`config.mk`:
```
export PLATFORM = sky130hd
export DESIGN_NAME = id_ex_stage
export DESIGN_NICKNAME = d
export VERILOG_FILES = /design/src/rtl/ve370_pkg.sv /design/src/rtl/fwd_mux.sv /design/src/rtl/id_ex_stage.sv
export SDC_FILE = /design/constraint.sdc
export NUM_CORES = 1
export LEC_CHECK = 0
export CORE_MARGIN = 3
export CORE_UTILIZATION = 38
export CTS_CLUSTER_SIZE = 28
export DETAILED_ROUTE_END_ITERATION = 10
export PLACE_DENSITY = 0.81
export REMOVE_ABC_BUFFERS = 1
export SLEW_MARGIN = 10
export SYNTH_ARGS = -nofsm -noshare
export SYNTH_HDL_FRONTEND = slang
export SYNTH_SLANG_ARGS = --single-unit
```
`constraint.sdc`:
```
create_clock -name clk -period 2.2 [get_ports clk]
set_input_delay 0.33 -clock clk [delete_from_list [all_inputs] [get_ports clk]]
set_output_delay 0.33 -clock clk [all_outputs]
set_load 0.02 [all_outputs]
```
`src/rtl/ve370_pkg.sv`:
```
// Shared definitions for the ID/EX stage: ALU op codes, forwarding select,
// the stored pipeline-register layout and the forwarding match helper.
package ve370_pkg;

    localparam logic [3:0] ALU_AND = 4'b0000;
    localparam logic [3:0] ALU_OR  = 4'b0001;
    localparam logic [3:0] ALU_ADD = 4'b0010;
    localparam logic [3:0] ALU_SUB = 4'b0110;
    localparam logic [3:0] ALU_SLT = 4'b0111;
    localparam logic [3:0] ALU_NOR = 4'b1100;

    typedef enum logic [1:0] {
        FWD_REG   = 2'b00,
        FWD_EXMEM = 2'b01,
        FWD_MEMWB = 2'b10
    } fwd_sel_e;

    typedef struct packed {
        logic        valid;
        logic [3:0]  alu_control;
        logic        alu_src;
        logic        reg_write;
        logic        mem_read;
        logic        mem_write;
        logic [4:0]  dest;
        logic [4:0]  rs;
        logic [4:0]  rt;
        logic [31:0] rs_data;
        logic [31:0] rt_data;
        logic [31:0] imm;
    } idex_regs_t;

    // A bubble is all-zero, which also makes its ALU op an AND.
    localparam idex_regs_t IDEX_BUBBLE = '0;

    // $0 is hard-wired, so a write to it never produces a forwardable value.
    function automatic logic fwd_hit(input logic       reg_write,
                                     input logic [4:0] rd,
                                     input logic [4:0] idx);
        return reg_write && (rd != 5'd0) && (rd == idx);
    endfunction

endpackage

```
`src/rtl/fwd_mux.sv`:
```
// Selects the freshest value for one source operand: EX/MEM result, then
// MEM/WB result, then the value read from the register file in ID.
module fwd_mux
    import ve370_pkg::*;
(
    input  logic [4:0]  src_idx,
    input  logic [31:0] src_data,
    input  logic        exmem_reg_write,
    input  logic [4:0]  exmem_rd,
    input  logic [31:0] exmem_result,
    input  logic        memwb_reg_write,
    input  logic [4:0]  memwb_rd,
    input  logic [31:0] memwb_result,
    output logic [31:0] fwd_data
);

    fwd_sel_e sel_s;

    // Younger producer (EX/MEM) wins when both stages target the same index
    always_comb begin
        sel_s = FWD_REG;
        if (fwd_hit(exmem_reg_write, exmem_rd, src_idx)) begin
            sel_s = FWD_EXMEM;
        end else if (fwd_hit(memwb_reg_write, memwb_rd, src_idx)) begin
            sel_s = FWD_MEMWB;
        end else begin
            sel_s = FWD_REG;
        end
    end

    // Operand data mux driven by the select above
    always_comb begin
        fwd_data = src_data;
        case (sel_s)
            FWD_EXMEM: fwd_data = exmem_result;
            FWD_MEMWB: fwd_data = memwb_result;
            FWD_REG:   fwd_data = src_data;
            default:   fwd_data = src_data;
        endcase
    end

endmodule

```
`src/rtl/id_ex_stage.sv`:
```
// ID/EX pipeline register with operand forwarding and load-use detection
// for a 32-bit five-stage MIPS-style pipeline.
module id_ex_stage
    import ve370_pkg::*;
(
    input  logic        clk,
    input  logic        rst_n,
    input  logic        stall,
    input  logic        flush,
    input  logic        id_valid,
    input  logic [3:0]  id_alu_control,
    input  logic [31:0] id_rs_data,
    input  logic [31:0] id_rt_data,
    input  logic [31:0] id_imm,
    input  logic [4:0]  id_rs,
    input  logic [4:0]  id_rt,
    input  logic [4:0]  id_rd,
    input  logic        id_alu_src,
    input  logic        id_reg_dst,
    input  logic        id_reg_write,
    input  logic        id_mem_read,
    input  logic        id_mem_write,
    input  logic        exmem_reg_write,
    input  logic [4:0]  exmem_rd,
    input  logic [31:0] exmem_result,
    input  logic        memwb_reg_write,
    input  logic [4:0]  memwb_rd,
    input  logic [31:0] memwb_result,
    output logic [3:0]  alu_control,
    output logic [31:0] alu_a,
    output logic [31:0] alu_b,
    output logic [31:0] ex_wdata,
    output logic [4:0]  ex_dest,
    output logic        ex_valid,
    output logic        ex_reg_write,
    output logic        ex_mem_read,
    output logic        ex_mem_write,
    output logic        load_use_stall
);

    idex_regs_t stage_r;
    idex_regs_t next_s;
    logic [31:0] fwd_rs_s;
    logic [31:0] fwd_rt_s;

    // A load in EX cannot feed the instruction in ID without one bubble
    always_comb begin
        load_use_stall = stage_r.valid && stage_r.mem_read && (stage_r.dest != 5'd0)
                      && id_valid && ((stage_r.dest == id_rs) || (stage_r.dest == id_rt));
    end

    // Next-state selection: flush > stall > load-use > capture
    always_comb begin
        next_s = stage_r;
        if (flush) begin
            next_s = IDEX_BUBBLE;
        end else if (stall) begin
            next_s = stage_r;
        end else if (load_use_stall || !id_valid) begin
            next_s = IDEX_BUBBLE;
        end else begin
            next_s.valid       = 1'b1;
            next_s.alu_control = id_alu_control;
            next_s.alu_src     = id_alu_src;
            next_s.reg_write   = id_reg_write;
            next_s.mem_read    = id_mem_read;
            next_s.mem_write   = id_mem_write;
            next_s.dest        = id_reg_dst ? id_rd : id_rt;
            next_s.rs          = id_rs;
            next_s.rt          = id_rt;
            next_s.rs_data     = id_rs_data;
            next_s.rt_data     = id_rt_data;
            next_s.imm         = id_imm;
        end
    end

    // Pipeline register; reset clears to a bubble without waiting for clk
    always_ff @(posedge clk or negedge rst_n) begin
        if (!rst_n) begin
            stage_r <= IDEX_BUBBLE;
        end else begin
            stage_r <= next_s;
        end
    end

    fwd_mux u_fwd_rs (
        .src_idx         (stage_r.rs),
        .src_data        (stage_r.rs_data),
        .exmem_reg_write (exmem_reg_write),
        .exmem_rd        (exmem_rd),
        .exmem_result    (exmem_result),
        .memwb_reg_write (memwb_reg_write),
        .memwb_rd        (memwb_rd),
        .memwb_result    (memwb_result),
        .fwd_data        (fwd_rs_s)
    );

    fwd_mux u_fwd_rt (
        .src_idx         (stage_r.rt),
        .src_data        (stage_r.rt_data),
        .exmem_reg_write (exmem_reg_write),
        .exmem_rd        (exmem_rd),
        .exmem_result    (exmem_result),
        .memwb_reg_write (memwb_reg_write),
        .memwb_rd        (memwb_rd),
        .memwb_result    (memwb_result),
        .fwd_data        (fwd_rt_s)
    );

    assign alu_control  = stage_r.alu_control;
    assign alu_a        = fwd_rs_s;
    assign alu_b        = stage_r.alu_src ? stage_r.imm : fwd_rt_s;
    assign ex_wdata     = fwd_rt_s;
    assign ex_dest      = stage_r.dest;
    assign ex_valid     = stage_r.valid;
    assign ex_reg_write = stage_r.reg_write;
    assign ex_mem_read  = stage_r.mem_read;
    assign ex_mem_write = stage_r.mem_write;

endmodule

```
Yosys cells after proc, flatten, opt, wreduce, memory -nomap -nowiden
Cells that the tools add are included.
Cells by class
  eq/ne operators: 11
  mux-type cells: 11
  reductions and logical operators: 16
Operator list (number)
  $mux 120: 3
  $pmux 32 s2: 2
  $mux 32: 1
  $eq 5x5->1: 6
  $reduce_bool 5->1: 3
  $logic_and 1x1->1: 10
  $mux 2: 4
  $mux 5: 1
  $eq 2x1->1 const B: 2
  $eq 2x2->1 const B: 2
  $logic_or 1x1->1: 2
  $ne 2x1->1 const B: 1
  $logic_not 1->1: 1
Word-level totals
  flip-flop bits (word level): 120
  input bits: 201
  output and inout bits: 110

Longest topological paths before layout
  depth in word-level cells: 8
  depth in mapped cells: 7
  gate-level depth less buffers: 5

Hierarchy
Synthesis repeated with hierarchy kept, for this count alone.
Unflattened totals
  cells, all modules: 976
  area total of the unflattened synthesis: 9083.7 sq um
Modules (own cells, without submodules)
  id_ex_stage: instances 1, cells each 616, area an instance 6043.3 sq um, sequential area each 3002.9 sq um
  fwd_mux: instances 2, cells each 180, area an instance 1520.2 sq um, sequential area each 0.0 sq um

Worst setup path after synthesis
Ideal clock, no wire load.
  path type: input -> output
  start point: in memwb_rd[0]
  end point: out alu_b[14]
  arrival: 2305 ps
  required time: 1870 ps
  setup slack: -435 ps
  stages: 7
  path buffers: 2
  cells stage by stage: or4_1 -> o211ai_2 -> clkbuf_2 -> buf_2 -> o21ai_0 -> a31oi_1 -> mux2_2
On the way
  longest elaborated chain between the ends: 8
  elaborated cells between the ends (all ways): 10
  classes of those cells: eq/ne (3); mux (4); reduce/logical (3)
Ends and longest elaborated chain
  from (decl): RTL line id_ex_stage.sv:27  | input logic [4:0] memwb_rd,
  $reduce_bool 5->1: RTL line ve370_pkg.sv:40  | return reg_write && (rd != 5'd0) && (rd == idx);
  $logic_and 1x1->1: RTL line ve370_pkg.sv:40
  $logic_and 1x1->1 (*): RTL line ve370_pkg.sv:40
  $mux 2 (*): RTL line fwd_mux.sv:24  | end else if (fwd_hit(memwb_reg_write, memwb_rd, src_idx)) begin
  $mux 2 (*): RTL line fwd_mux.sv:22  | if (fwd_hit(exmem_reg_write, exmem_rd, src_idx)) begin
  $eq 2x2->1 / $eq 2x1->1 (equally long branches): RTL line fwd_mux.sv:34  | case (sel_s)
  $pmux 32 s2 (*): RTL line fwd_mux.sv:34
  named net ex_wdata[14]: RTL line id_ex_stage.sv:32  | output logic [31:0] ex_wdata,
  $mux 32 (*): RTL line id_ex_stage.sv:112  | assign alu_b = stage_r.alu_src ? stage_r.imm : fwd_rt_s;
  to (decl): RTL line id_ex_stage.sv:31  | output logic [31:0] alu_b,
Mark *: on every way through the listed nets, which the timed path passes. The rest lies on a longest branch.

Final worst setup path
  start point: reg stage_r[97] (netlist bit)
  end point: out alu_b[17]
On the way
  longest elaborated chain between the ends: 7
  elaborated cells between the ends (all ways): 10
  classes of those cells: eq/ne (4); mux (4); reduce/logical (2)
Ends and longest elaborated chain
  from (decl): RTL line id_ex_stage.sv:41  | idex_regs_t stage_r;
  from (signal assigned): RTL line id_ex_stage.sv:82  | stage_r <= next_s;
  $eq 5x5->1: RTL line ve370_pkg.sv:40
  $logic_and 1x1->1: RTL line ve370_pkg.sv:40
  $mux 2: RTL line fwd_mux.sv:24
  $mux 2 (*): RTL line fwd_mux.sv:22
  $eq 2x2->1 / $eq 2x1->1 (equally long branches): RTL line fwd_mux.sv:34
  $pmux 32 s2 (*): RTL line fwd_mux.sv:34
  $mux 32 (*): RTL line id_ex_stage.sv:112
Every way passes the cells marked *; elsewhere a longest branch is shown, timed or not.

==> results.py <==
metrics = {
    "cells_and_area": {
        "drive_gt1_share_pct": 44.0,
        "final_cells": 1355,
        "mostFrequentLayoutCell": "clkdlybuf4s50_1",
        "fin_nets": 1322,
        "mostFrequentLayoutCells": "clkdlybuf4s50_1 (203), buf_6 (132), a22o_1 (119), dfrtp_1 (116), buf_4 (113)",
        "syn2layout_area_growth_pct": 109,
    },
    "clocking": {
        "insertion_delay_ns": 0.42,
        "cts_htree_levels": 4,
        "cts_root_buf": "clkbuf_16",
        "clk_pin_slew_ns": 0.06,
        "cts_buffers": 17,
        "clock_sinks": 120,
        "cts_tree": "done",
        "clock_path_buffers": 2,
    },
    "power": {
        "p_seq_share_pct": 33.1,
        "power_frac_clock_pct": 38.3,
        "p_switching_mw": 2.07,
        "swShare_pct": 28.9,
        "internal_power_mw": 5.09,
        "irDropWorstVdd_v": 0.000550,
        "leakage_nw": 6.17,
        "powerDensity_nw_per_um2": 512,
        "power_frac_comb_pct": 28.6,
    },
    "grt": {
        "grt_pass1_wl_mm": 48.1,
        "antenna_found_initial": 2,
        "grt_pass1_vias": 8410,
        "grt.total_usage_pct": 31.8,
        "grt_max_degree": 61,
        "gr-total-overflow": 0,
    },
    "place": {
        "gp_congestion": 0.954,
        "port_buffers": 310,
        "dp_hpwl_mm": 18.6,
        "place_inst": 1230,
    },
    "timing": {
        "rsz0062_at_grt": "yes",
        "hold_viol_final": 0,
        "setup_viol": 96,
        "slew_headroom_pct": 74.0,
        "setup_ws_ns": -0.784,
        "period_share_pct": 136,
        "max_freq_mhz": 335,
        "clock_skew_ns": 0.00888,
        "layout_min_cycle_time_ns": 2.98,
        "slew_violations": 0,
        "hold_ws_ns": 0.359,
        "worstMarginPinSlew_ns": 0.387,
    },
    "route": {
        "drc": 0,
        "first_pass_iters": 5,
        "drt_iter0_markers": 472,
        "ant_nets": 0,
        "vias": 8035,
        "wire_per_inst_um": 26.0,
        "vias_per_cell": 5.93,
        "routed_wl_mm": 35.2,
    },
    "yosys": {
        "syn_area_per_cell_um2": 10.1,
        "yosysUniqueCellTypes": 34,
        "synthesis.area_um2": 6700,
        "synth_edf_count": 0,
        "synth_top_area_cell": "dfrtp_1",
        "synthTopCellsByArea": "dfrtp_1 (45%), a22o_1 (16%), mux2_2 (5.7%)",
        "ys_ff_latch": 120,
        "synth.top_cell.area_share_pct": 44.8,
        "ys_seq_area_share_pct": 44.8,
        "ys_dominant_reg_cell": "dfrtp_1",
        "syn_inst": 661,
        "synth_warnings": 0,
        "ys_async_sr_fraction_pct": 100,
    },
    "die": {
        "initial_utilization_pct": 39.5,
        "io_pins": 311,
        "die_area_um2": 19300,
        "num_rows": 47,
        "die_y_um": 139,
        "core_area_um2": 16900,
        "die_w_um": 139,
    },
    "run_status": {
        "outcome": "complete, but fails checks",
        "violations": "setup timing",
    },
    "min_path": {
        "hold_path.class": "input port to async pin",
    },
    "worst_setup_path": {
        "cp_data_required_time_ns": 1.87,
        "startpoint_type": "register",
        "worstPathMaxFanout": 6,
        "worst_setup_path_end_kind": "output port",
        "cp.arrival_ns": 2.65,
        "crit_type": "register to output port",
    },
    "flow_run": {
        "drv_cap": 0,
    },
}
-- final cells by class --
type,instances,area (um2)
Inverter,30,113
Fill cell,852,2940
Tap cell,220,275
Clock buffer,19,433
Timing Repair Buffer,512,5560
Antenna cell,2,5.00
Multi-Input combinational cell,440,4470
Sequential cell,120,3010
Clock inverter,12,130
-- per-stage QoR --
| stage | area [um2] | TNS [ns] | power, mW | utilization [%] | worst slack [ns] |
|---|---|---|---|---|---|
| 2_1_floorplan | 6340 | -750.62 | 2.90 | - | -5.09 |
| 3_3_place_gp | 10800 | -118.10 | 3.86 | 63.6 | -1.19 |
| 3_5_place_dp | 10800 | -125.44 | 3.89 | 63.6 | -1.24 |
| 4_1_cts | 13000 | -48.86 | 6.90 | 76.5 | -0.684 |
| 5_1_grt | 14000 | -63.89 | 7.37 | 82.6 | -0.858 |
| 6_report | 14000 | -56.07 | 7.16 | 82.6 | -0.784 |
-- final timing paths --
| kind | slack (ns) | start | endpoint | cells after the start |
|---|---|---|---|---|
| max | -0.78 | stage_r[97]$_DFFE_PN0P_ | alu_b[17] | 10 |
| min | 0.36 | rst_n | stage_r[85]$_DFFE_PN0P_ | 2 |
| max reg2reg | 0 | ex_dest[0]$_DFFE_PN0P_ | stage_r[39]$_DFFE_PN0P_ | 6 |
| min reg2reg | 0.50 | alu_control[3]$_DFFE_PN0P_ | alu_control[3]$_DFFE_PN0P_ | 1 |
| max in group asynchronous | 1.20 | rst_n | stage_r[114]$_DFFE_PN0P_ | 3 |
| min in group clk | 0.50 | alu_control[3]$_DFFE_PN0P_ | alu_control[3]$_DFFE_PN0P_ | 1 |
-- worst max-delay path, stage by stage (launching register included) --
cell	delay [ns]
dfrtp_1	0.43
buf_4	0.18
xnor2_2	0.15
nand4_1	0.19
or2_4	0.36
buf_12	0.16
buf_6	0.11
buf_8	0.13
a31oi_4	0.21
mux2_4	0.19
buf_6	0.11
-- synthesized netlist by cell type (all sizes together) (3+ instances only) --
cell / n
buf: 37
a31oi: 29
mux2: 34
dfrtp: 120
xnor2: 26
a221oi: 3
a22o: 119
and3: 4
nand4: 3
inv: 30
a21oi: 32
nand2: 5
nor2: 41
o31ai: 3
xor2: 4
nor3: 29
or4: 3
mux2i: 32
clkbuf: 34
o21ai: 30
or3: 30
nand3: 3
-- cells by family after synthesis --
group | after synthesis | synth area share [%]
buf+inv | 101 | 7.01
simple gates | 122 | 9.23
compound gates | 222 | 24.5
flops | 120 | 44.8
mux | 66 | 10.5
xor+xnor | 30 | 3.92
-- per-layer routing --
layer	vias up	track usage [%]	wire length, um
met5	-	0	0
met4	0	13.6	1700
met3	128	7.24	2870
met2	534	56.2	17900
met1	3987	37.0	12800
li1	3386	-	-
-- what timing repair did --
action / in CTS / in global routing
buffers inserted: 47 / 34
hold buffers: 1 / 0
cloned: 14 / 3
pin swaps: 73 / 72
endpoints found under the setup margin: 217 / 159
hold endpoints to repair: 19 / 0
resized for setup: 761 / 166
-- flip-flops by register name, summed over array words and instances, names as in the netlist --
signal	cells
ex_dest	5
ex_reg_write	1
ex_mem_write	1
ex_valid	1
ex_mem_read	1
stage_r	107
alu_control	4
-- power by group through the flow --
stage                     clock, mW  sequential (mW)  combinational [mW]
final                          2.74             2.37                2.05
after global routing           2.87             2.37                2.13
after CTS                      2.73             2.35                1.81
after detailed placement          0             2.38                1.50
after global placement            0             2.38                1.48
after floorplan                   0             2.39               0.510
Note: power is estimated with default switching activity, not from simulation.
